--- config.mk ---
export PLATFORM = sky130hd
export DESIGN_NAME = dk_sound_trigger_latch_flat
export DESIGN_NICKNAME = d
export VERILOG_FILES = /design/src/rtl/dk_sound_pkg.sv /design/src/rtl/dk_sound_trigger_latch_if.sv /design/src/rtl/dk_sound_trigger_latch_trigger_hold_fsm.sv /design/src/rtl/dk_sound_trigger_latch.sv /design/src/flat_wrapper.sv
export SDC_FILE = /design/constraint.sdc
export NUM_CORES = 1
export LEC_CHECK = 0
export ABC_AREA = 1
export CAP_MARGIN = 40
export CORE_MARGIN = 2
export CORE_UTILIZATION = 28
export CTS_CLUSTER_DIAMETER = 60
export DETAILED_ROUTE_END_ITERATION = 12
export GPL_TIMING_DRIVEN = 1
export PLACE_DENSITY = 0.54
export SETUP_SLACK_MARGIN = 0.05
export SLEW_MARGIN = 25
export SYNTH_ARGS = -nofsm -noshare
export SYNTH_HDL_FRONTEND = slang
export SYNTH_SLANG_ARGS = --single-unit
--- constraint.sdc ---
create_clock -name clk -period 2.4 [get_ports clk]
set_clock_uncertainty 0.15 [all_clocks]
set_input_delay 0.36 -clock clk [delete_from_list [all_inputs] [get_ports clk]]
set_output_delay 0.36 -clock clk [all_outputs]
set_load 0.005 [all_outputs]
--- src/rtl/dk_sound_pkg.sv ---
// Shared constants and types for the discrete sound trigger path.
package dk_sound_pkg;

  localparam int TRIG_WALK  = 0;
  localparam int TRIG_JUMP  = 1;
  localparam int TRIG_STOMP = 2;

  // Logic level that turns a downstream 5 V discrete enable on.
  localparam logic EN_LEVEL_5V = 1'b1;

  typedef enum logic [1:0] {
    IDLE   = 2'd0,
    ACTIVE = 2'd1,
    HOLD   = 2'd2
  } hold_state_t;

endpackage

--- src/rtl/dk_sound_trigger_latch_if.sv ---
// Sound-CPU port-write bus into the trigger latch, with status readback.
interface dk_sound_trigger_latch_if #(
  parameter int NUM_TRIG = 3
);
  logic                cpu_wr;
  logic [2:0]          cpu_addr;
  logic                cpu_data;
  logic                cpu_clr;
  logic [NUM_TRIG-1:0] cpu_rdata;

  modport master (output cpu_wr, cpu_addr, cpu_data, cpu_clr, input  cpu_rdata);
  modport slave  (input  cpu_wr, cpu_addr, cpu_data, cpu_clr, output cpu_rdata);
endinterface

--- src/rtl/dk_sound_trigger_latch_trigger_hold_fsm.sv ---
// One trigger channel: stretches its enable to MIN_HOLD_SAMPLES audio ticks.
// Advances only on tick; en is registered, so it changes one clk after a tick.
module trigger_hold_fsm
  import dk_sound_pkg::*;
#(
  parameter int MIN_HOLD_SAMPLES = 64
) (
  input  logic clk,
  input  logic I_RSTn,
  input  logic tick,
  input  logic latch_bit,
  input  logic seen_bit,
  output logic seen_clr,
  output logic en
);

  localparam int CNT_W = $clog2(MIN_HOLD_SAMPLES + 1);
  localparam logic [CNT_W-1:0] CNT_MAX   = '1;
  localparam logic [CNT_W-1:0] HOLD_LAST = CNT_W'(MIN_HOLD_SAMPLES - 1);

  hold_state_t      state_q, state_d;
  logic [CNT_W-1:0] cnt_q, cnt_d, cnt_inc;
  logic             en_q, en_d;
  logic             hold_done;

  always_ff @(posedge clk or negedge I_RSTn) begin
    if (!I_RSTn) begin
      state_q <= IDLE;
      cnt_q   <= '0;
      en_q    <= 1'b0;
    end else begin
      state_q <= state_d;
      cnt_q   <= cnt_d;
      en_q    <= en_d;
    end
  end

  always_comb begin
    state_d   = state_q;
    cnt_d     = cnt_q;
    cnt_inc   = (cnt_q == CNT_MAX) ? cnt_q : cnt_q + CNT_W'(1);
    // Compared against the count before this tick's increment.
    hold_done = (cnt_q >= HOLD_LAST);
    if (tick) begin
      unique case (state_q)
        IDLE: begin
          if (latch_bit || seen_bit) begin
            state_d = ACTIVE;
            cnt_d   = '0;
          end
        end
        ACTIVE: begin
          cnt_d = cnt_inc;
          if (!latch_bit) state_d = hold_done ? IDLE : HOLD;
        end
        HOLD: begin
          if (latch_bit || seen_bit) begin
            state_d = ACTIVE;
            cnt_d   = '0;
          end else begin
            cnt_d = cnt_inc;
            if (hold_done) state_d = IDLE;
          end
        end
        default: state_d = IDLE;
      endcase
    end
  end

  always_comb begin
    en_d     = (state_d != IDLE) ? EN_LEVEL_5V : ~EN_LEVEL_5V;
    // seen is sampled on every tick, so every tick consumes it.
    seen_clr = tick;
    en       = en_q;
  end

endmodule

--- src/rtl/dk_sound_trigger_latch.sv ---
// Addressable trigger latch (74LS259 style) with per-channel enable stretching.
// cpu_rdata follows a write after one clk; trig_en moves one clk after an audio tick.
module dk_sound_trigger_latch
  import dk_sound_pkg::*;
#(
  parameter int CLOCK_RATE       = 1000000,
  parameter int SAMPLE_RATE      = 48000,
  parameter int NUM_TRIG         = 3,
  parameter int MIN_HOLD_SAMPLES = 64
) (
  input  logic                     clk,
  input  logic                     I_RSTn,
  input  logic                     audio_clk_en,
  dk_sound_trigger_latch_if.slave  cpu,
  output logic [NUM_TRIG-1:0]      trig_en
);

  localparam int TICK_DIV = CLOCK_RATE / SAMPLE_RATE;

  logic [NUM_TRIG-1:0] latch_q, latch_d;
  logic [NUM_TRIG-1:0] seen_q, seen_d;
  logic [NUM_TRIG-1:0] wr_sel, seen_set, seen_clr;

  // Out-of-range addresses select nothing, so they leave all state untouched.
  always_comb begin
    wr_sel = '0;
    for (int i = 0; i < NUM_TRIG; i++) begin
      wr_sel[i] = cpu.cpu_wr && (cpu.cpu_addr == 3'(i));
    end
  end

  always_comb begin
    latch_d  = latch_q;
    seen_set = wr_sel & {NUM_TRIG{cpu.cpu_data}};
    if (cpu.cpu_clr) begin
      latch_d = '0;
    end else begin
      for (int i = 0; i < NUM_TRIG; i++) begin
        if (wr_sel[i]) latch_d[i] = cpu.cpu_data;
      end
    end
    // A clear leaves seen alone so a trigger already started still sounds.
    seen_d = (seen_q & ~seen_clr) | seen_set;
  end

  always_ff @(posedge clk or negedge I_RSTn) begin
    if (!I_RSTn) begin
      latch_q <= '0;
      seen_q  <= '0;
    end else begin
      latch_q <= latch_d;
      seen_q  <= seen_d;
    end
  end

  assign cpu.cpu_rdata = latch_q;

  for (genvar g = 0; g < NUM_TRIG; g++) begin : g_chan
    trigger_hold_fsm #(
      .MIN_HOLD_SAMPLES (MIN_HOLD_SAMPLES)
    ) u_fsm (
      .clk       (clk),
      .I_RSTn    (I_RSTn),
      .tick      (audio_clk_en),
      .latch_bit (latch_q[g]),
      .seen_bit  (seen_q[g]),
      .seen_clr  (seen_clr[g]),
      .en        (trig_en[g])
    );
  end

  if (TICK_DIV >= 2) begin : g_tick_chk
    a_tick_single : assert property (@(posedge clk) disable iff (!I_RSTn)
      audio_clk_en |=> !audio_clk_en);
  end

endmodule

--- src/flat_wrapper.sv ---
// flat-port wrapper written by rule: the top's interface ports become plain ports
module dk_sound_trigger_latch_flat import dk_sound_pkg::*;
#(
  parameter int CLOCK_RATE       = 1000000,
  parameter int SAMPLE_RATE      = 48000,
  parameter int NUM_TRIG         = 3,
  parameter int MIN_HOLD_SAMPLES = 64
)
  (clk, I_RSTn, audio_clk_en, trig_en, cpu_cpu_wr, cpu_cpu_addr, cpu_cpu_data, cpu_cpu_clr, cpu_cpu_rdata);
  dk_sound_trigger_latch_if #(.NUM_TRIG(NUM_TRIG)) cpu_i ();
  input  logic clk;
  input  logic I_RSTn;
  input  logic audio_clk_en;
  output logic [NUM_TRIG-1:0] trig_en;
  input wire logic [$bits(cpu_i.cpu_wr)-1:0] cpu_cpu_wr;
  input wire logic [$bits(cpu_i.cpu_addr)-1:0] cpu_cpu_addr;
  input wire logic [$bits(cpu_i.cpu_data)-1:0] cpu_cpu_data;
  input wire logic [$bits(cpu_i.cpu_clr)-1:0] cpu_cpu_clr;
  output wire logic [$bits(cpu_i.cpu_rdata)-1:0] cpu_cpu_rdata;
  assign cpu_i.cpu_wr = cpu_cpu_wr;
  assign cpu_i.cpu_addr = cpu_cpu_addr;
  assign cpu_i.cpu_data = cpu_cpu_data;
  assign cpu_i.cpu_clr = cpu_cpu_clr;
  assign cpu_cpu_rdata = cpu_i.cpu_rdata;
  dk_sound_trigger_latch #(.CLOCK_RATE(CLOCK_RATE), .SAMPLE_RATE(SAMPLE_RATE), .NUM_TRIG(NUM_TRIG), .MIN_HOLD_SAMPLES(MIN_HOLD_SAMPLES)) u_core (.clk(clk), .I_RSTn(I_RSTn), .audio_clk_en(audio_clk_en), .cpu(cpu_i), .trig_en(trig_en));
endmodule
==> key figures <==
Power
  – PD cells: approximately 810 nW/um^2
  – VDD IR max: around 0.00034 V
  – Final Power: ~2.1 mW
  – Leak Pwr: 1.26 nW

Yosys
  – Netlist cell types: 29
  – Post-Synth Simple-Gate Area: 0.272
  – Main area contributors after synthesis: dfrtp_1 41%, nand2_1 11%, ha_1 8.5%
  – Register area share after synthesis: 0.406
  – Main combinational cell family by area after synthesis: simple AND/OR/NAND/NOR gates
  – Synth warn: 0
  – FF+latch count, synth: 36
  – Syn Area/Cell: approximately 7.7 um^2
  – Fraction of synthesized area in multiplexers: 0
  – Post-synth top area share: 0.406
  – Post-Synth Adder-Cell Area: 0.0847
  – Mapped Cells: about 290
  – Synth Area in Compound Gates: 0.131
  – Synth area leader: dfrtp_1
  – Post-Syn Area: roughly 2200 um^2
  – Xor-xnor portion of the synthesized cell area: 0.0119
  – Syn nets: between 300 and 400

Setup path
  – Worst EP arrival: about 1.9 ns
  – Worst Setup SP: audio_clk_en
  – Crit path kind: primary input to register
  – CP Launch Type: primary input
  – Worst reg2reg setup slack: ~0.64 ns
  – Crit path depth: 7
  – R2R Path End: u_core.g_chan[0].u_fsm.cnt_q[0]
  – CP max stage delay: 0.53 ns
  – Delay-heaviest family, CP: buffers and inverters
  – FF-to-FF Start: u_core.g_chan[0].u_fsm.state_q[1]
  – Crit-path max FO: 10
  – WP buf/inv: 3
  – CP cell instances: clkdlybuf4s50_1, inv_2, or2_4, a21oi_4, inv_1, a21oi_4, nor2_1
  – CP required: roughly 2.4 ns
  – CP endpoint: u_core.g_chan[0].u_fsm.cnt_q[0]
  – Worst path slowest cell: clkdlybuf4s50_1
  – Crit path top cell by count: a21oi_4
  – Cell depth of the worst flop-to-flop path: 6
  – Crit end category: register

Timing
  – Fin crit period: approximately 1.9 ns
  – Final Hold Viols: 0
  – Final slew viol count: 0
  – Max_slew headroom: 0.712
  – Measured slew at the worst slew-check pin: ~0.43 ns
  – Fmax: 536 MHz
  – Final worst path period share: 0.778
  – # setup viols final: 0
  – RSZ-0062 raised after global routing: no
  – Setup_tns: 0 ns

Final layout
  – Antenna cells: 0
  – Layout Area Growth over Synthesis: 15.9%
  – Layout cells sized above 1: 0.0782
  – FF+latch area: between 900 and 1000 um^2
  – Nets@finish: 330
  – Area of the multi-input gates: between 1000 and 1500 um^2
  – Fillers: ~840
  – Final instance area: approximately 2600 um^2

Floorplan
  – Die height: 93.0 um
  – Die footprint: approximately 8600 um^2
  – FP Rows: 32
  – Initial core utilization: 0.288
  – Die W: between 90 and 100 um
  – Core area: roughly 7700 um^2
  – IO Count: 15

Global route
  – Largest net degree at the start of global routing: 22
  – GRT overflow: 0
  – Antenna violations before repair: 0
  – First-pass GRT wire length: roughly 7500 um
  – Met2 global-route usage: 0.167
  – GR peak layer: met2
  – Vias in the first global route: roughly 1700
  – GR Layer Usage met1: 0.144
  – Grt met3 use: 0.0266
  – GRT Util Overall: 0.104

Drt
  – Routed WL per cell: ~10 um
  – TritonRoute pass-1 iters: 5
  – Routed Antenna Nets: 0
  – Via-per-instance ratio: roughly 4.4
  – DR vias: 1782
  – DRC: 0
  – Initial DRC count: between 50 and 60
  – Routed WL: 4140 um

Clock network
  – PostCTS Resize Cnt: 0
  – H-tree depth: 2
  – Post-CTS Setup Bufs: 0
  – TritonCTS sink count: 36
  – CTS Buf Count: 5
  – Clock tree buffer depth: 2
  – Clk slew on worst S/H paths: around 0.07 ns
  – Worst-Skew Late Latency: around 0.28 ns
  – CTS tree: done
  – Root Buffer: clkbuf_8

Placed design
  – Dpl cell area: around 2500 um^2
  – Port Buffer Count: 14
  – DP HPWL: around 3200 um
  – Gpl congestion: ~0.85

Min path
  – HP Class: register to register

Run status
  – Status: complete, no violations

Job
  – Maxcap violations: 0
[layer usage]
layer	wire length, um	part of all wire
met3	94	0.023
met1	2180	0.53
met4	0	0
met5	0	0
met2	1860	0.45
[flip-flops by register name (all words and copies together) (netlist names)]
signal / cells
u_core.cpu.cpu_rdata: 3
u_core.g_chan.u_fsm.en: 3
u_core.g_chan.u_fsm.state_q: 6
u_core.g_chan.u_fsm.cnt_q: 21
u_core.seen_q: 3
[worst min-delay path by stage]
stage,start,end,cells after the start
global placement,u_core.seen_q[2],u_core.seen_q[2],2
CTS,u_core.seen_q[2],u_core.seen_q[2],2
global route,u_core.seen_q[1],u_core.seen_q[1],2
detailed placement,I_RSTn,u_core.g_chan[0].u_fsm.cnt_q[3],1
finish,u_core.seen_q[2],u_core.seen_q[2],2
floorplan,I_RSTn,u_core.cpu.cpu_rdata[0],0
[cell usage after synthesis]
library cell and number:
a21o_1 2, o31ai_1 2, or2_4 1, o21ai_1 2, xor2_1 3, o22ai_1 4
a211oi_1 1, nand3_1 19, nor2_1 37, inv_2 4, buf_4 6, nand4_1 2
nand2_2 1, nand3b_1 1, a21oi_2 1, clkinv_2 1, o21ai_0 12, a21oi_4 2
a21oi_1 19, nor3_2 1, nand2_1 63, inv_1 38, nand2_4 3, nor3_1 6
dfrtp_1 36, ha_1 15, nor2_4 1, or2_1 2, o21bai_1 3
[logic make-up (layout without fill, tap and decap cells)]
logic type,Yosys count,count (layout)
AND/OR/NAND/NOR,137,137
buffers and inverters,49,68
AO/OA/AOI/OAI,48,48
flip-flops,36,36
adder cells (fa/ha/maj),15,15
XOR/XNOR,3,3
[metrics by stage]
stage	utilization	hold slack, ns	setup WS, ns	instances
after floorplan	-	-0.0856	0.774	288
after global placement	0.318	0.321	0.294	399
after detailed placement	0.321	0.178	0.262	400
final	0.334	0.343	0.534	409
after CTS	0.334	0.343	0.560	409
after global routing	0.334	0.374	0.442	409
[timing repair]
item	4_1_cts	5_1_grt
hold endpoints to repair	15	0
hold buffers	1	0
setup endpoints to repair	0	0
[tightest hold or removal path: stages, from the launching register on]
cell,delay (ns)
dfrtp_1,0.35
nand2_1,0.05
nand2_1,0.06
[cell type report]
| class | count | share of cell area |
|---|---|---|
| Inverter | 43 | 0.0633 |
| Timing Repair Buffer | 17 | 0.0701 |
| Multi-Input combinational cell | 203 | 0.431 |
| Tap cell | 102 | 0.0497 |
| Sequential cell | 36 | 0.351 |
| Clock buffer | 8 | 0.0351 |
[power breakdown]
group	internal [mW]	switching (mW)	total, mW
clock	0.234	0.207	0.442
combinational	0.339	0.481	0.820
sequential	0.729	0.0989	0.828
[layout by cell type, fill, tap and decap left out, drive strengths merged]
master,n
xor2,3
clkbuf,8
inv,42
dfrtp,36
nand3b,1
nand3,19
a211oi,1
nand2,67
nor3,7
a21o,2
o31ai,2
clkdlybuf4s50,13
dlygate4sd3,1
or2,3
nand4,2
a21oi,22
clkinv,1
ha,15
o21bai,3
nor2,38
buf,3
o22ai,4
o21ai,14
No activity file was read; power rests on OpenSTA's default activity.
